==> src/rtl/buffer_f6_bias_tx.sv <==
// ---------------------------------------------------------------------------
// buffer_f6_bias_tx
//
// Transmitter for the F6 bias stream. A start pulse makes the block read NUM
// consecutive bias words (ADDR_BASE .. ADDR_BASE+NUM-1) from a synchronous
// parameter memory. The words leave in address order on f6_bias_data, each
// one flagged by one f6_bias_en pulse. A stall input can pause the reads.
//
// Ports:
//   i_sclk        clock
//   i_rstn        asynchronous active-low reset
//   i_start       single-cycle start request (ignored while busy)
//   i_hold        downstream stall; stops new reads while high
//   o_rd_en       memory read enable
//   o_rd_addr     memory read address
//   i_rd_data     memory read data, valid the cycle after o_rd_en
//   f6_bias_data  bias word to the F6 bias buffer
//   f6_bias_en    bias word valid, one pulse per word
//   o_busy        transfer in progress
//   o_done        single-cycle pulse after the last word
// ---------------------------------------------------------------------------
`timescale 1ns/1ps

module buffer_f6_bias_tx #(
    parameter int WD        = 8,
    parameter int NUM       = 84,
    parameter int AW        = 7,
    parameter int ADDR_BASE = 0
) (
    input  logic          i_sclk,
    input  logic          i_rstn,
    input  logic          i_start,
    input  logic          i_hold,
    output logic          o_rd_en,
    output logic [AW-1:0] o_rd_addr,
    input  logic [WD-1:0] i_rd_data,
    output logic [WD-1:0] f6_bias_data,
    output logic          f6_bias_en,
    output logic          o_busy,
    output logic          o_done
);

    localparam int CW = $clog2(NUM + 1);
    localparam logic [CW-1:0] CNT_LAST = CW'(NUM - 1);
    localparam logic [AW-1:0] BASE_A   = AW'(ADDR_BASE);

    typedef enum logic [1:0] {
        S_IDLE,
        S_ISSUE,
        S_DRAIN,
        S_DONE
    } state_t;

    state_t         state_q,     state_d;
    logic [CW-1:0]  cnt_q,       cnt_d;
    logic           rd_en_q,     rd_en_d;
    logic [AW-1:0]  rd_addr_q,   rd_addr_d;
    logic           rd_en_p1_q,  rd_en_p1_d;
    logic           bias_en_q,   bias_en_d;
    logic [WD-1:0]  bias_data_q, bias_data_d;
    logic           busy_q,      busy_d;
    logic           done_q,      done_d;

    always_comb begin
        state_d     = state_q;
        cnt_d       = cnt_q;
        rd_en_d     = 1'b0;
        rd_addr_d   = rd_addr_q;
        done_d      = 1'b0;

        case (state_q)
            // The first read is issued straight from IDLE so that o_rd_en
            // rises in the cycle right after the start is sampled.
            S_IDLE, S_ISSUE: begin
                if (state_q == S_ISSUE || i_start) begin
                    state_d = S_ISSUE;
                    if (!i_hold) begin
                        rd_en_d   = 1'b1;
                        rd_addr_d = BASE_A + AW'(cnt_q);
                        if (cnt_q == CNT_LAST) begin
                            cnt_d   = '0;
                            state_d = S_DRAIN;
                        end else begin
                            cnt_d = cnt_q + CW'(1);
                        end
                    end
                end
            end
            // Once both pipeline stages are empty, the last word is on the
            // output in this cycle; o_done follows in the next one.
            S_DRAIN: begin
                if (!rd_en_q && !rd_en_p1_q) begin
                    state_d = S_DONE;
                    done_d  = 1'b1;
                end
            end
            S_DONE: begin
                state_d = S_IDLE;
            end
            default: begin
                state_d = S_IDLE;
            end
        endcase

        busy_d = (state_d != S_IDLE);

        // Read data arrives one cycle after o_rd_en; capture it then and
        // flag it valid one cycle later. The word holds while no new one arrives.
        rd_en_p1_d  = rd_en_q;
        bias_en_d   = rd_en_p1_q;
        bias_data_d = rd_en_p1_q ? i_rd_data : bias_data_q;
    end

    always_ff @(posedge i_sclk or negedge i_rstn) begin
        if (!i_rstn) begin
            state_q     <= S_IDLE;
            cnt_q       <= '0;
            rd_en_q     <= 1'b0;
            rd_addr_q   <= BASE_A;
            rd_en_p1_q  <= 1'b0;
            bias_en_q   <= 1'b0;
            bias_data_q <= '0;
            busy_q      <= 1'b0;
            done_q      <= 1'b0;
        end else begin
            state_q     <= state_d;
            cnt_q       <= cnt_d;
            rd_en_q     <= rd_en_d;
            rd_addr_q   <= rd_addr_d;
            rd_en_p1_q  <= rd_en_p1_d;
            bias_en_q   <= bias_en_d;
            bias_data_q <= bias_data_d;
            busy_q      <= busy_d;
            done_q      <= done_d;
        end
    end

    assign o_rd_en      = rd_en_q;
    assign o_rd_addr    = rd_addr_q;
    assign f6_bias_en   = bias_en_q;
    assign f6_bias_data = bias_data_q;
    assign o_busy       = busy_q;
    assign o_done       = done_q;

endmodule

==> config.mk <==
export PLATFORM = sky130hd
export DESIGN_NAME = buffer_f6_bias_tx
export DESIGN_NICKNAME = d
export VERILOG_FILES = /design/src/rtl/buffer_f6_bias_tx.sv
export SDC_FILE = /design/constraint.sdc
export NUM_CORES = 1
export LEC_CHECK = 0
export BUFFER_PORTS_ARGS = -buffer_cell sky130_fd_sc_hd__buf_2
export CAP_MARGIN = 20
export CORE_UTILIZATION = 25
export CTS_CLUSTER_DIAMETER = 80
export DETAILED_ROUTE_END_ITERATION = 10
export GPL_TIMING_DRIVEN = 0
export RECOVER_POWER = 100
export SLEW_MARGIN = 5
export SYNTH_ARGS = -nofsm -noshare
export SYNTH_HDL_FRONTEND = slang
export SYNTH_SLANG_ARGS = --single-unit
==> constraint.sdc <==
create_clock -name i_sclk -period 1.3 [get_ports i_sclk]
set_input_delay 0.13 -clock i_sclk [delete_from_list [all_inputs] [get_ports i_sclk]]
set_output_delay 0.13 -clock i_sclk [all_outputs]
set_load 0.005 [all_outputs]
# == Word-level counts from Yosys, hierarchy flattened ==
# Cells that the tools add are included.
# word_totals
wordCells,34
ff_bits,29
in_bits,12
# classes
eq_ne,4
n_reduce_logical,8
add_sub_neg,1
n_mux,11
n_bitwise,1
# ops
cell,count
2-bit 2-to-1 mux,4
"7-bit by 1-bit adder with 7-bit output, second input constant",1
"7-bit == test, second input constant",1
7-bit 2-to-1 mux,1
2-bit case mux with 3 select lines,1
1-bit 2-to-1 mux,5
"2-bit == test, second input constant",2
3-bit AND reduction,1
"2-bit by 1-bit == test with 1-bit output, second input constant",1
1-bit logical NOT,2
2-bit logical NOT,1
2-bit nonzero test,1
2-bit OR reduction,1
1-bit logical AND,1
1-bit logical OR,1
1-bit inverter,1

# == Depth between registers and ports, before layout ==
# depth
depth_word,6
depth_mapped,7
mapped_depth_nobuf,5

# == Worst setup path before layout ==
# No wires, ideal clock.
# synth_timing
kind,register -> register
start,reg state_q[1]
end,reg cnt_q[1]
path_slack_ns,-0.066
period_less_slack_ns,1.366
stages_incl_launch_ff,6
setup_time_ns,0.121
t_arrival_ns,1.245
path_buffers,2
cell_sequence,dfrtp_1 o21bai_1 or2_1 buf_6 buf_2 a22o_1
# synth_between
elab_chain_len,3
word_cells_on_any_way,5
classes_between,eq/ne: 1; reduce/logical: 4
# synth_rtl
item,line,text
from (decl),54,"state_t state_q, state_d;"
from (signal assigned),126,state_q <= state_d;
2-bit by 1-bit == test with 1-bit output / 2-bit logical NOT (equally long branches),"71, 75",
2-bit OR reduction / 1-bit logical OR (equally long branches),"71, 75",
3-bit AND reduction (no line) (*),--,
to (signal assigned),127,cnt_q <= cnt_d;
to (decl),55,"logic [CW-1:0] cnt_q, cnt_d;"
# Every way passes the cells marked *; elsewhere a longest branch is shown, timed or not.
# A chain may end at the register's enable or synchronous reset.

# == Final worst setup path ==
# layout_timing
start,reg cnt_q[3]
end,reg cnt_q[0]
# layout_between
elab_chain_len,2
# layout_rtl
item,line,text
7-bit == test,80,if (cnt_q == CNT_LAST) begin
7-bit 2-to-1 mux,80,
# Every way passes these cells.

==> flow_metrics.tcl <==
set metrics [dict create \
    diodes 0 \
    seqCellArea_sq_um 728.2 \
    grt_max_degree 30 \
    period_needed_ns 1.405 \
    utilization 0.3617 \
    layout.nets 159 \
    cp_max_fo 3 \
    synthArstFlopShare 1.000 \
    start_kind "register" \
    syn_area_sq_um 1171 \
    status "complete, but fails checks" \
    io_pins 31 \
    synth_top_area_share 0.6197 \
    worstMarginPinSlew_ns 0.6921 \
    die-width_microns 70.45 \
    syn_avg_cell_area_sq_um 11.48 \
    hpwlAfterDp_mm 1.721 \
    cp.required_ns 1.46 \
    placed_cells 184 \
    design.core.area_sq_um 4414 \
    synth.largest_area_cell "dfrtp_1" \
    numCtsBuffers 5 \
    fin_crit_sh 1.080 \
    crit_slowest_cell "dfrtp_2" \
    cpPeakStageDelay_ns 0.42 \
    antenna_found_initial 0 \
    synthCells 102 \
    grt_pass1_wl_mm 4.436 \
    final-hold-violation-count 0 \
    power_density_nw_per_um2 1770 \
    cts_tree "built" \
    synth_top_family_by_area "simple AND/OR/NAND/NOR gates" \
    clkTransAtPathRegs_ns 0.06 \
    power_leakage_nw 0.7358 \
    max-clock-path-buffers 2 \
    setup_viol 7 \
    synth_enable_flop_cells 0 \
    arrival_ns 1.57 \
    hold_path_class "in2reg" \
    clock_latency_ns 0.28 \
    setup_tns_ns -0.5143 \
    drt_iter0_drc 80 \
    ctsRootBufferMaster "clkbuf_8" \
    cp-end-kind "register" \
    synth_compound_area_frac 0.07585 \
    clock_sinks 29 \
    dr.pass1.iters 4 \
    muxShareOfSynthArea 0.09509 \
    critPathTopFamily "simple AND/OR/NAND/NOR gates" \
    rows 24 \
    p_total_mw 2.825 \
    fin_skew_ns 0.002783 \
    grt_pass1_vias 924 \
    yosys_register_bits 29 \
    placed_area_sq_um 1410 \
    synth-simple-area-share 0.1613 \
    htree_levels 2 \
    hold_slack_ns 0.08671 \
    grt_usage 0.1194 \
    vias 927 \
    wl_mm 2.632 \
    drv_cap 0 \
    ys_top_cells_by_area "dfrtp_1 62%, mux2_2 8.7%, nand2_1 7.1%" \
    slew_violations 0 \
    initial_core_util 0.2653 \
    grt_overflow_total 0 \
    via_per_inst 4.682 \
    design_area_sq_um 1597 \
    path_cells "nor4b_4 > and3_4 > nor2_2 > mux2_2" \
    drc 0 \
    fmax_mhz 712.0 \
    vdd_drop_max_mv 0.4641 \
    multi_input_area_sq_um 459.2 \
    place_ws_ns -0.1269 \
    nFillCells 445 \
    path_buf_inv 0 \
    synth-xor-area-share 0 \
    gp_congestion 0.9094 \
    relSlewSlack 0.5386 \
    fin_ws_ns -0.1045 \
    ys_seq_area_frac 0.6197 \
    postRouteAntennaNets 0 \
    failed_checks "setup timing" \
    syn_nets 115 \
    io_buffers 30 \
    synth_cell_types 27 \
    fin_cells 198 \
    synthFlopType "dfrtp_1" \
    die-area_sq_um 4963 \
    rsz0062_at_grt "yes" \
    area_growth_pct 36.32 \
    wl_per_cell_microns 13.29 \
    yosys_warnings 0 \
    chipHeight_microns 70.45 \
    synth_fa_ha_area_frac 0.01068 \
    worstSetupPathType "reg2reg" \
    layout-drive-gt1-share 0.4041 \
]
## layout by cell type (no fill, tap or decap), types with 3 or more instances in the layout
cell type | Yosys | final
dfrtp_1 | 29 | 27
nand2_1 | 22 | 21
buf_2 | 1 | 21
clkbuf_1 | 1 | 9
mux2_2 | 9 | 9
clkbuf_8 | 0 | 6
buf_4 | 0 | 6
o21ai_1 | 0 | 4
nand3_1 | 5 | 4
buf_6 | 2 | 3
nor2_1 | 5 | 3
## final timing paths
| path | from | endpoint | slack [ns] | cells after the start |
|---|---|---|---|---|
| worst max-delay path | cnt_q[3] | cnt_q[0] | -0.10 | 4 |
| worst min-delay path | i_rd_data[2] | f6_bias_data[2] | 0.09 | 2 |
| worst max register to register | cnt_q[3] | cnt_q[0] | -0.10 | 4 |
| worst min register to register | bias_en_d | f6_bias_en | 0.38 | 0 |
| max in group asynchronous | i_rstn | cnt_q[5] | 0.37 | 2 |
| min in group asynchronous | i_rstn | f6_bias_data[0] | 0.44 | 2 |
## cells in the mapped netlist (2+ instances only)
| library cell | count |
|---|---|
| a31oi_1 | 2 |
| nor3_1 | 2 |
| dfrtp_1 | 29 |
| nand2_1 | 22 |
| mux2_2 | 9 |
| o21bai_1 | 2 |
| and3_1 | 2 |
| o21ai_0 | 4 |
| nor2_1 | 5 |
| buf_6 | 2 |
| a21oi_1 | 3 |
| nand3_1 | 5 |
## cell families (layout without fill, tap and decap cells)
logic type	after synthesis	after routing
AO/OA/AOI/OAI	14	14
adder cells (fa/ha/maj)	1	1
buffers and inverters	7	51
flip-flops	29	29
multiplexers	10	10
AND/OR/NAND/NOR	41	41
## registers in the layout, summed over array words and instances (netlist names)
signal / count
o_rd_addr: 7
o_rd_en: 1
o_done: 1
state_q: 2
f6_bias_data: 8
cnt_q: 7
o_busy: 1
bias_en_d: 1
f6_bias_en: 1
## worst register-to-register path: stages (launching register included)
cell and delay, ns:
dfrtp_2 0.42, nor4b_4 0.32, and3_4 0.25, nor2_2 0.05, mux2_2 0.25
## power by group
part / leakage (nW) / total [mW] / internal (mW) / switching (mW)
logic: 0.348 / 0.754 / 0.382 / 0.372
clock network: 0.0443 / 0.725 / 0.418 / 0.307
registers: 0.344 / 1.35 / 1.13 / 0.216
total: 0.736 / 2.83 / 1.93 / 0.895
## layout make-up
cell class | instances | area share
plain buffers | 4 | 0.02586
clock buffers | 7 | 0.05408
inverters | 2 | 0.006270
multi-input cells | 66 | 0.2876
flip-flops and latches | 29 | 0.4561
well taps | 52 | 0.04075
repair buffers | 38 | 0.1293
## layer usage
layer / routed length, microns / global-route usage
met1: 1012 / 0.1296
met2: 1282 / 0.1915
met3: 244 / 0.04473
met4: 93 / 0.08222
met5: 0 / 0
## what timing repair did
action	4_1_cts	5_1_grt
setup buffers	4	2
pin swaps	1	6
endpoints found under the hold margin	29	0
gates cloned	1	0
hold buffers	1	0
endpoints found under the setup margin	16	16
gates resized for setup	10	10
(Power assumes the default switching activity.)
